<file path="src/rtl/if_pkg.sv">
// Shared types and constants for the instruction fetch stage.
package if_pkg;

  localparam logic [3:0]  BIOS_REGION = 4'h4;
  localparam logic [3:0]  IMEM_REGION = 4'h1;
  localparam logic [31:0] NOP_INST    = 32'h0000_0013;

  typedef enum logic [1:0] {
    SRC_BIOS,
    SRC_IMEM,
    SRC_FAULT
  } fetch_src_t;

  typedef enum logic [1:0] {
    BOOT,
    RUN,
    HOLD
  } fetch_state_t;

endpackage

</file>
<file path="src/rtl/if_mem_sel.sv">
// Region decode of a fetch PC and selection of the matching BRAM read data.
module if_mem_sel
  import if_pkg::*;
#(
  parameter logic [31:0] NOP = NOP_INST
) (
  input  logic [3:0]  region,
  input  logic [1:0]  align,
  input  fetch_src_t  src_sel,
  input  logic [31:0] bios_dout,
  input  logic [31:0] imem_dout,
  output fetch_src_t  src,
  output logic [31:0] inst
);

  // Map the PC region to a source; misaligned or unmapped PCs fault.
  always_comb begin
    src = SRC_FAULT;
    if (align == 2'b00) begin
      if (region == BIOS_REGION) begin
        src = SRC_BIOS;
      end else if (region == IMEM_REGION) begin
        src = SRC_IMEM;
      end
    end
  end

  // Pick the read data of the source registered with the in-flight fetch.
  always_comb begin
    inst = NOP;
    case (src_sel)
      SRC_BIOS: inst = bios_dout;
      SRC_IMEM: inst = imem_dout;
      default:  inst = NOP;
    endcase
  end

endmodule

</file>
<file path="src/rtl/if_fetch_buf.sv">
// IF stage: issues BRAM reads for pc, aligns returned words with their PC,
// and handles stall replay, flush bubbles and fetch faults.
module if_fetch_buf
  import if_pkg::*;
#(
  parameter logic [31:0] RESET_PC = 32'h4000_0000,
  parameter logic [31:0] NOP      = NOP_INST,
  parameter int          BIOS_AW  = 12,
  parameter int          IMEM_AW  = 14
) (
  input  logic               clk,
  input  logic               rst,
  input  logic [31:0]        pc,
  input  logic               stall,
  input  logic               flush,
  output logic [BIOS_AW-1:0] bios_addr,
  input  logic [31:0]        bios_dout,
  output logic [IMEM_AW-1:0] imem_addr,
  input  logic [31:0]        imem_dout,
  output logic [31:0]        inst_d,
  output logic [31:0]        pc_d,
  output logic               valid_d,
  output logic               fault_d
);

  fetch_state_t state_q;
  fetch_src_t   src_q;
  fetch_src_t   dec_src;
  logic [31:0]  pc_q;
  logic [31:0]  mux_inst;
  logic         kill_q;
  logic [31:0]  hold_inst_q;
  logic [31:0]  hold_pc_q;
  logic         hold_fault_q;
  logic         capture;
  logic         unused_pc;

  assign bios_addr = pc[BIOS_AW+1:2];
  assign imem_addr = pc[IMEM_AW+1:2];
  assign unused_pc = ^pc;

  // The in-flight fetch is replaced unless decode is stalling; a redirect or
  // the boot cycle always takes the new PC so the pipeline restarts cleanly.
  assign capture = !stall || flush || (state_q == BOOT);

  if_mem_sel #(
    .NOP(NOP)
  ) u_mem_sel (
    .region   (pc[31:28]),
    .align    (pc[1:0]),
    .src_sel  (src_q),
    .bios_dout(bios_dout),
    .imem_dout(imem_dout),
    .src      (dec_src),
    .inst     (mux_inst)
  );

  // Remember where the outstanding BRAM read came from and for which PC.
  always_ff @(posedge clk) begin
    if (rst) begin
      src_q <= SRC_FAULT;
      pc_q  <= RESET_PC;
    end else if (capture) begin
      src_q <= dec_src;
      pc_q  <= pc;
    end
  end

  // Fetch control: boot bubble, normal run, stall replay and flush kill.
  always_ff @(posedge clk) begin
    if (rst) begin
      state_q      <= BOOT;
      kill_q       <= 1'b0;
      hold_inst_q  <= NOP;
      hold_pc_q    <= RESET_PC;
      hold_fault_q <= 1'b0;
    end else begin
      case (state_q)
        BOOT: begin
          state_q <= RUN;
          kill_q  <= flush;
        end
        RUN: begin
          if (flush) begin
            kill_q       <= 1'b1;
            hold_inst_q  <= NOP;
            hold_fault_q <= 1'b0;
          end else if (stall && !kill_q) begin
            state_q      <= HOLD;
            hold_inst_q  <= mux_inst;
            hold_pc_q    <= pc_q;
            hold_fault_q <= (src_q == SRC_FAULT);
          end else if (!stall) begin
            kill_q <= 1'b0;
          end
        end
        HOLD: begin
          if (flush) begin
            state_q      <= RUN;
            kill_q       <= 1'b1;
            hold_inst_q  <= NOP;
            hold_fault_q <= 1'b0;
          end else if (!stall) begin
            state_q <= RUN;
          end
        end
        default: begin
          state_q <= BOOT;
          kill_q  <= 1'b0;
        end
      endcase
    end
  end

  // Drive the IF/ID outputs from the live BRAM word or the hold register.
  always_comb begin
    inst_d  = NOP;
    pc_d    = pc_q;
    valid_d = 1'b0;
    fault_d = 1'b0;
    case (state_q)
      BOOT: begin
        pc_d = RESET_PC;
      end
      RUN: begin
        if (!kill_q) begin
          inst_d  = mux_inst;
          valid_d = 1'b1;
          fault_d = (src_q == SRC_FAULT);
        end
      end
      HOLD: begin
        inst_d  = hold_inst_q;
        pc_d    = hold_pc_q;
        valid_d = 1'b1;
        fault_d = hold_fault_q;
      end
      default: begin
        pc_d = RESET_PC;
      end
    endcase
  end

endmodule
</file>
<file path="config.mk">
export PLATFORM = sky130hd
export DESIGN_NAME = if_fetch_buf
export DESIGN_NICKNAME = d
export VERILOG_FILES = /design/src/rtl/if_pkg.sv /design/src/rtl/if_mem_sel.sv /design/src/rtl/if_fetch_buf.sv
export SDC_FILE = /design/constraint.sdc
export NUM_CORES = 1
export LEC_CHECK = 0
export ABC_CLOCK_PERIOD_IN_PS = 2160
export CORE_ASPECT_RATIO = 1.1
export CORE_MARGIN = 2
export CORE_UTILIZATION = 45
export CTS_CLUSTER_DIAMETER = 60
export CTS_CLUSTER_SIZE = 40
export DETAILED_ROUTE_END_ITERATION = 16
export GPL_TIMING_DRIVEN = 0
export PLACE_DENSITY = 0.81
export RECOVER_POWER = 50
export SLEW_MARGIN = 40
export SYNTH_ARGS = -nofsm -noshare
export SYNTH_HDL_FRONTEND = slang
export SYNTH_SLANG_ARGS = --single-unit
</file>
<file path="constraint.sdc">
create_clock -name clk -period 2.16 [get_ports clk]
set_clock_uncertainty 0.1 [all_clocks]
set_input_delay 0.432 -clock clk [delete_from_list [all_inputs] [get_ports clk]]
set_output_delay 0.432 -clock clk [all_outputs]
set_load 0.05 [all_outputs]
</file>
==> Word level (Yosys, flattened, before mapping) <==
Index checks and enable logic that the tools add are counted.
{ "op_classes": {"eq_ne": 13, "n_mux": 29, "n_bitwise": 1, "reduce_logical": 13} }
{ "ops": {"columns": ["operator", "count"], "rows": [
  ["$pmux 32 s2", 4],
  ["$mux 32", 4],
  ["$mux 2", 7],
  ["$ne 3x3->1 const B", 4],
  ["$reduce_and 3->1", 4],
  ["$mux 1", 9],
  ["$logic_not 2->1", 3],
  ["$ne 2x2->1 const B", 3],
  ["$pmux 1 s2", 3],
  ["$pmux 2 s3", 1],
  ["$eq 2x1->1 const B", 2],
  ["$eq 2x2->1 const B", 2],
  ["$eq 4x1->1 const B", 1],
  ["$eq 4x3->1 const B", 1],
  ["$pmux 1 s3", 1],
  ["$logic_not 1->1", 2],
  ["$logic_or 1x1->1", 2],
  ["$reduce_bool 2->1", 1],
  ["$logic_and 1x1->1", 1],
  ["$not 1->1", 1]
]} }
{ "totals": {"register_bits": 102, "in_bits": 100, "output_inout_bits": 92, "word_cells": 63} }

==> Logic depth before layout (Yosys ltp) <==
{ "logic_depth": {"depth_word": 5, "mapped_depth": 7, "depth_no_buf": 5} }

==> Hierarchy <==
From an unflattened synthesis, not the netlist that was laid out.
{ "unflattened": {"hier_cells": 723, "area_unflattened_um2": 5700.5} }
{ "by_module_without_submodules": {"columns": ["mod", "instances", "cells_per_inst", "area_each_um2", "seq_area_each_um2"], "rows": [
  ["if_fetch_buf", 1, 648, 5178.7, 2042.0],
  ["if_mem_sel", 1, 75, 521.8, 0.0]
]} }

==> Least setup slack after synthesis <==
No wires, ideal clock.
{ "synth_path": {"path_type": "reg2out", "start": "register state_q[1]", "end": "output pc_d[16]", "arrival_ns": 1.926, "t_required_ns": 1.628, "path_slack_ns": -0.298, "stages_incl_launch_ff": 7, "n_path_buf": 2, "cell_sequence": "dfxtp_1 -> inv_1 -> ha_1 -> buf_2 -> buf_1 -> a22oi_1 -> nor2b_1"} }
{ "synth_between": {"elab_chain_cells": 2, "word_cells_on_any_way": 3, "classes_between": "eq/ne: 2; mux: 1"} }
{ "synth_lines": {"columns": ["item", "line", "rtl"], "rows": [
  ["start, declared", "if_fetch_buf.sv:26", "fetch_state_t state_q;"],
  ["start signal, assigned", "if_fetch_buf.sv:72", "state_q <= BOOT;"],
  ["start signal, assigned", "if_fetch_buf.sv:80", "state_q <= RUN;"],
  ["start signal, assigned", "if_fetch_buf.sv:89", "state_q <= HOLD;"],
  ["$eq 2x2->1 / $eq 2x1->1 (equally long branches)", "if_fetch_buf.sv:121", "case (state_q)"],
  ["$pmux 32 s2 *", "if_fetch_buf.sv:121", null],
  ["end, declared", "if_fetch_buf.sv:21", "output logic [31:0] pc_d,"]
]} }
Every way passes the cells marked *; elsewhere a longest branch is shown, timed or not.

==> Final worst setup path <==
{ "layout_path": {"start": "register state_q[0]", "end": "output inst_d[29]"} }
{ "layout_between": {"elab_chain_cells": 2, "word_cells_on_any_way": 3, "classes_between": "eq/ne: 2; mux: 1"} }
{ "layout_lines": {"columns": ["item", "line", "rtl"], "rows": [
  ["$eq 2x2->1 / $eq 2x1->1 (equally long branches)", "if_fetch_buf.sv:121", null],
  ["$pmux 32 s2 *", "if_fetch_buf.sv:121", null],
  ["end, declared", "if_fetch_buf.sv:20", "output logic [31:0] inst_d,"]
]} }
Marked as above.

==> results <==
[synth_stat cells (all sizes together), types with 2 or more instances]
master / n
a21oi: 67
a22o: 29
a22oi: 33
a2bb2oi: 3
a32o: 30
and2: 2
buf: 58
clkbuf: 27
dfxtp: 102
ha: 3
inv: 2
mux2: 3
mux2i: 29
nand2: 134
nand3: 5
nor2: 32
nor2b: 34
nor3: 2
nor3b: 2
o21ai: 4
or2: 2
or3b: 3
[report_power, final]
group	switching, mW	internal [mW]
Sequential	0.0676	1.94
Clock	0.725	0.939
Combinational	0.856	0.832
[sequential cells by signal (all words and copies together), names as in the netlist]
signal,flops
hold_pc_q,32
hold_fault_q,1
hold_inst_q,32
kill_q,1
state_q,2
pc_q,32
src_q,2
[cell type report]
cell class	instances	area share
clock inverters	4	0.00623
clock buffers	12	0.0279
inverters	3	0.00184
multi-input cells	431	0.368
repair buffers	216	0.262
plain buffers	84	0.0814
well taps	147	0.0208
diodes	1	0.000283
flip-flops and latches	102	0.232
[metrics by stage]
stage	TNS (ns)	std cells	cell area [um2]	hold slack, ns	setup WS (ns)
floorplan	-1.87	621	5250	0.336	-0.132
global placement	-60.71	957	7320	0.342	-0.915
detailed placement	-67.25	957	7320	0.350	-0.973
CTS	-7.48	997	8710	0.311	-0.214
global route	-16.11	1000	8840	0.337	-0.280
finish	-11.67	1000	8840	0.323	-0.243
[what timing repair did]
action / 4_1_cts / 5_1_grt
pin swaps: 53 / 18
cloned: 9 / 1
endpoints found under the setup margin: 92 / 66
gates resized for setup: 672 / 31
buffers inserted: 16 / 2
[final timing paths]
path                                                start                      endpoint  depth (start not counted)
worst max-delay path              state_q[0]$_SDFFE_PP0P_                    inst_d[29]                          7
worst min-delay path                                flush           kill_q$_SDFFE_PP0P_                          3
worst max register to register    state_q[1]$_SDFFE_PP0P_  hold_inst_q[17]$_SDFFE_PP0P_                          7
worst min register to register  hold_pc_q[4]$_SDFFE_PP0P_     hold_pc_q[4]$_SDFFE_PP0P_                          2
[worst reg2reg max path, cell delays in order, from the launching register on]
cell and delay (ns):
dfxtp_4 0.37, buf_4 0.13, ha_4 0.18, clkbuf_1 0.21, nor3b_1 0.08, o22ai_1 0.49, buf_2 0.34, a32o_1 0.22
[metal layers]
layer,up-vias,routed length [um],global-route usage
met5,-,0,0
met4,0,369,0.106
met3,42,1590,0.0636
met2,323,10000,0.568
met1,2694,6930,0.310
li1,2619,-,-
[cell families after synthesis]
| kind of cell | share of synthesized area |
|---|---|
| compound gates | 0.240 |
| xor+xnor | 0.00171 |
| fa+ha+maj | 0.00732 |
| buf+inv | 0.0925 |
| flops | 0.398 |
| mux | 0.0632 |
| simple gates | 0.197 |
[layout by cell type, fill, tap and decap left out, drive strengths merged, types with 2 or more instances in the layout]
cell | synthesis | routed
buf | 58 | 139
nand2 | 134 | 134
dfxtp | 102 | 102
clkdlybuf4s50 | 0 | 96
a21oi | 67 | 67
clkbuf | 27 | 50
nor2b | 34 | 34
a22oi | 33 | 33
nor2 | 32 | 32
a32o | 30 | 30
mux2i | 29 | 29
a22o | 29 | 29
dlygate4sd2 | 0 | 26
nand3 | 5 | 5
o21ai | 4 | 4
mux2 | 3 | 3
a2bb2oi | 3 | 3
ha | 3 | 3
inv | 2 | 3
or3b | 3 | 3
and2 | 2 | 2
or2 | 2 | 2
clkinv | 1 | 2
nor3b | 2 | 2
nor3 | 2 | 2
==> results.md <==
- Status: finished, violations left
- Failing checks: negative setup slack
- CP Buf/Inv Count: 4
- Total global-route track usage: 0.292
- Avg Cell Area, Syn: 8.26 um2
- GRT overflow: 0
- Startpoint types: register
- Die area: approximately 12000 um2
- Register area share after synthesis: 0.398
- Async SR Flop Fraction: 0
- First-pass GRT wire length: around 29000 um
- Register-to-register path setup slack: -0.01 ns
- CTS H-tree lvls: 3
- Syn Nets: 724
- Sink Count: roughly 100
- Number of port buffers: ~190
- Multi-input logic area: 3250 um2
- Slowest-stage cell, CP: dfxtp_4
- # rows: 40
- Slew Viols, Final: 0
- Clock Path Buffers: 2
- CP required: approximately 1.6 ns
- Fill count: 669
- Initial DRC Count: 323
- Critical Path AT: roughly 1.9 ns
- Endpoints failing setup: 72
- PD cells: 606 nW/um2
- Routed vias: roughly 5700
- Synth Cell Area: about 5000 um2
- Max Freq: 416 MHz
- Layout area overhead: 72.4%
- Ranking of synthesized cells by area: dfxtp_1, nand2_1, a21oi_1
- Total core area: around 11000 um2
- Largest net degree at the start of global routing: 17
- CP max stage delay: 0.40 ns
- Synthesized instance count: 621
- Worst min path class: input pin to register
- Total wire length: 18900 um
- Fin crit period: approximately 2.4 ns
- Reg clk slew, reported paths: around 0.07 ns
- Number of iterations in the first detailed-routing pass: 5
- Antenna violations before repair: 1
- Mean routed wirelength per cell: 18.9 um
- Final Power: around 5.4 mW
- Max Fanout on Critical Path: 10
- Starting Density: 0.466
- Nets: 950
- Period Utilization, post-route: 1.11
- Worst Tran Pin Value: 0.594 ns
- Synth warn: 0
- GPL Wtd Cong: around 0.85
- Detailed Place HPWL: 12200 um
- Yosys cell types: 43
- Lkg Pwr: 3.38 nW
- CP dominant cell by count: buf_6
- Synth Register Bits: 102
- Post-route worst setup slack: -0.243 ns
- Worst Setup End Kind: output port
- Die W: 106 um
- Largest area contributor in the netlist: dfxtp_1
- Die height: 116 um
- # DRC: 0
- Crit path max-delay family: buffers and inverters
- Worst-Skew Late Latency: ~0.34 ns
- IO Pins: 192
- Post-synth EDFFs: 0
- Layout cells sized above 1: 0.325
- RSZ-0062 raised after global routing: true
- CTS tree: built
- Vias in the first global route: 5789
- CTS Hold Bufs: 0
- Sequential Area: between 2000 and 2500 um2
- Max-cap violations: 0
- Ys flop type: dfxtp_1
- Yosys top cell area share: 0.398
- Setup CP Type: register to output port
- VDD IR max: 0.395 mV
- Post-DRT Antenna Nets: 0
- Final hold violation count: 0
- Total CTS buffers: 9
- Post-layout util: 0.803
- Crit-path cells: inv_4 -> ha_4 -> and2_4 -> buf_6 -> buf_8 -> a22o_1 -> buf_6
- Slew HR: 0.604
- Vias/cell: 5.68
- Root buf cell: clkbuf_16
Note: power is estimated with default switching activity, not from simulation.
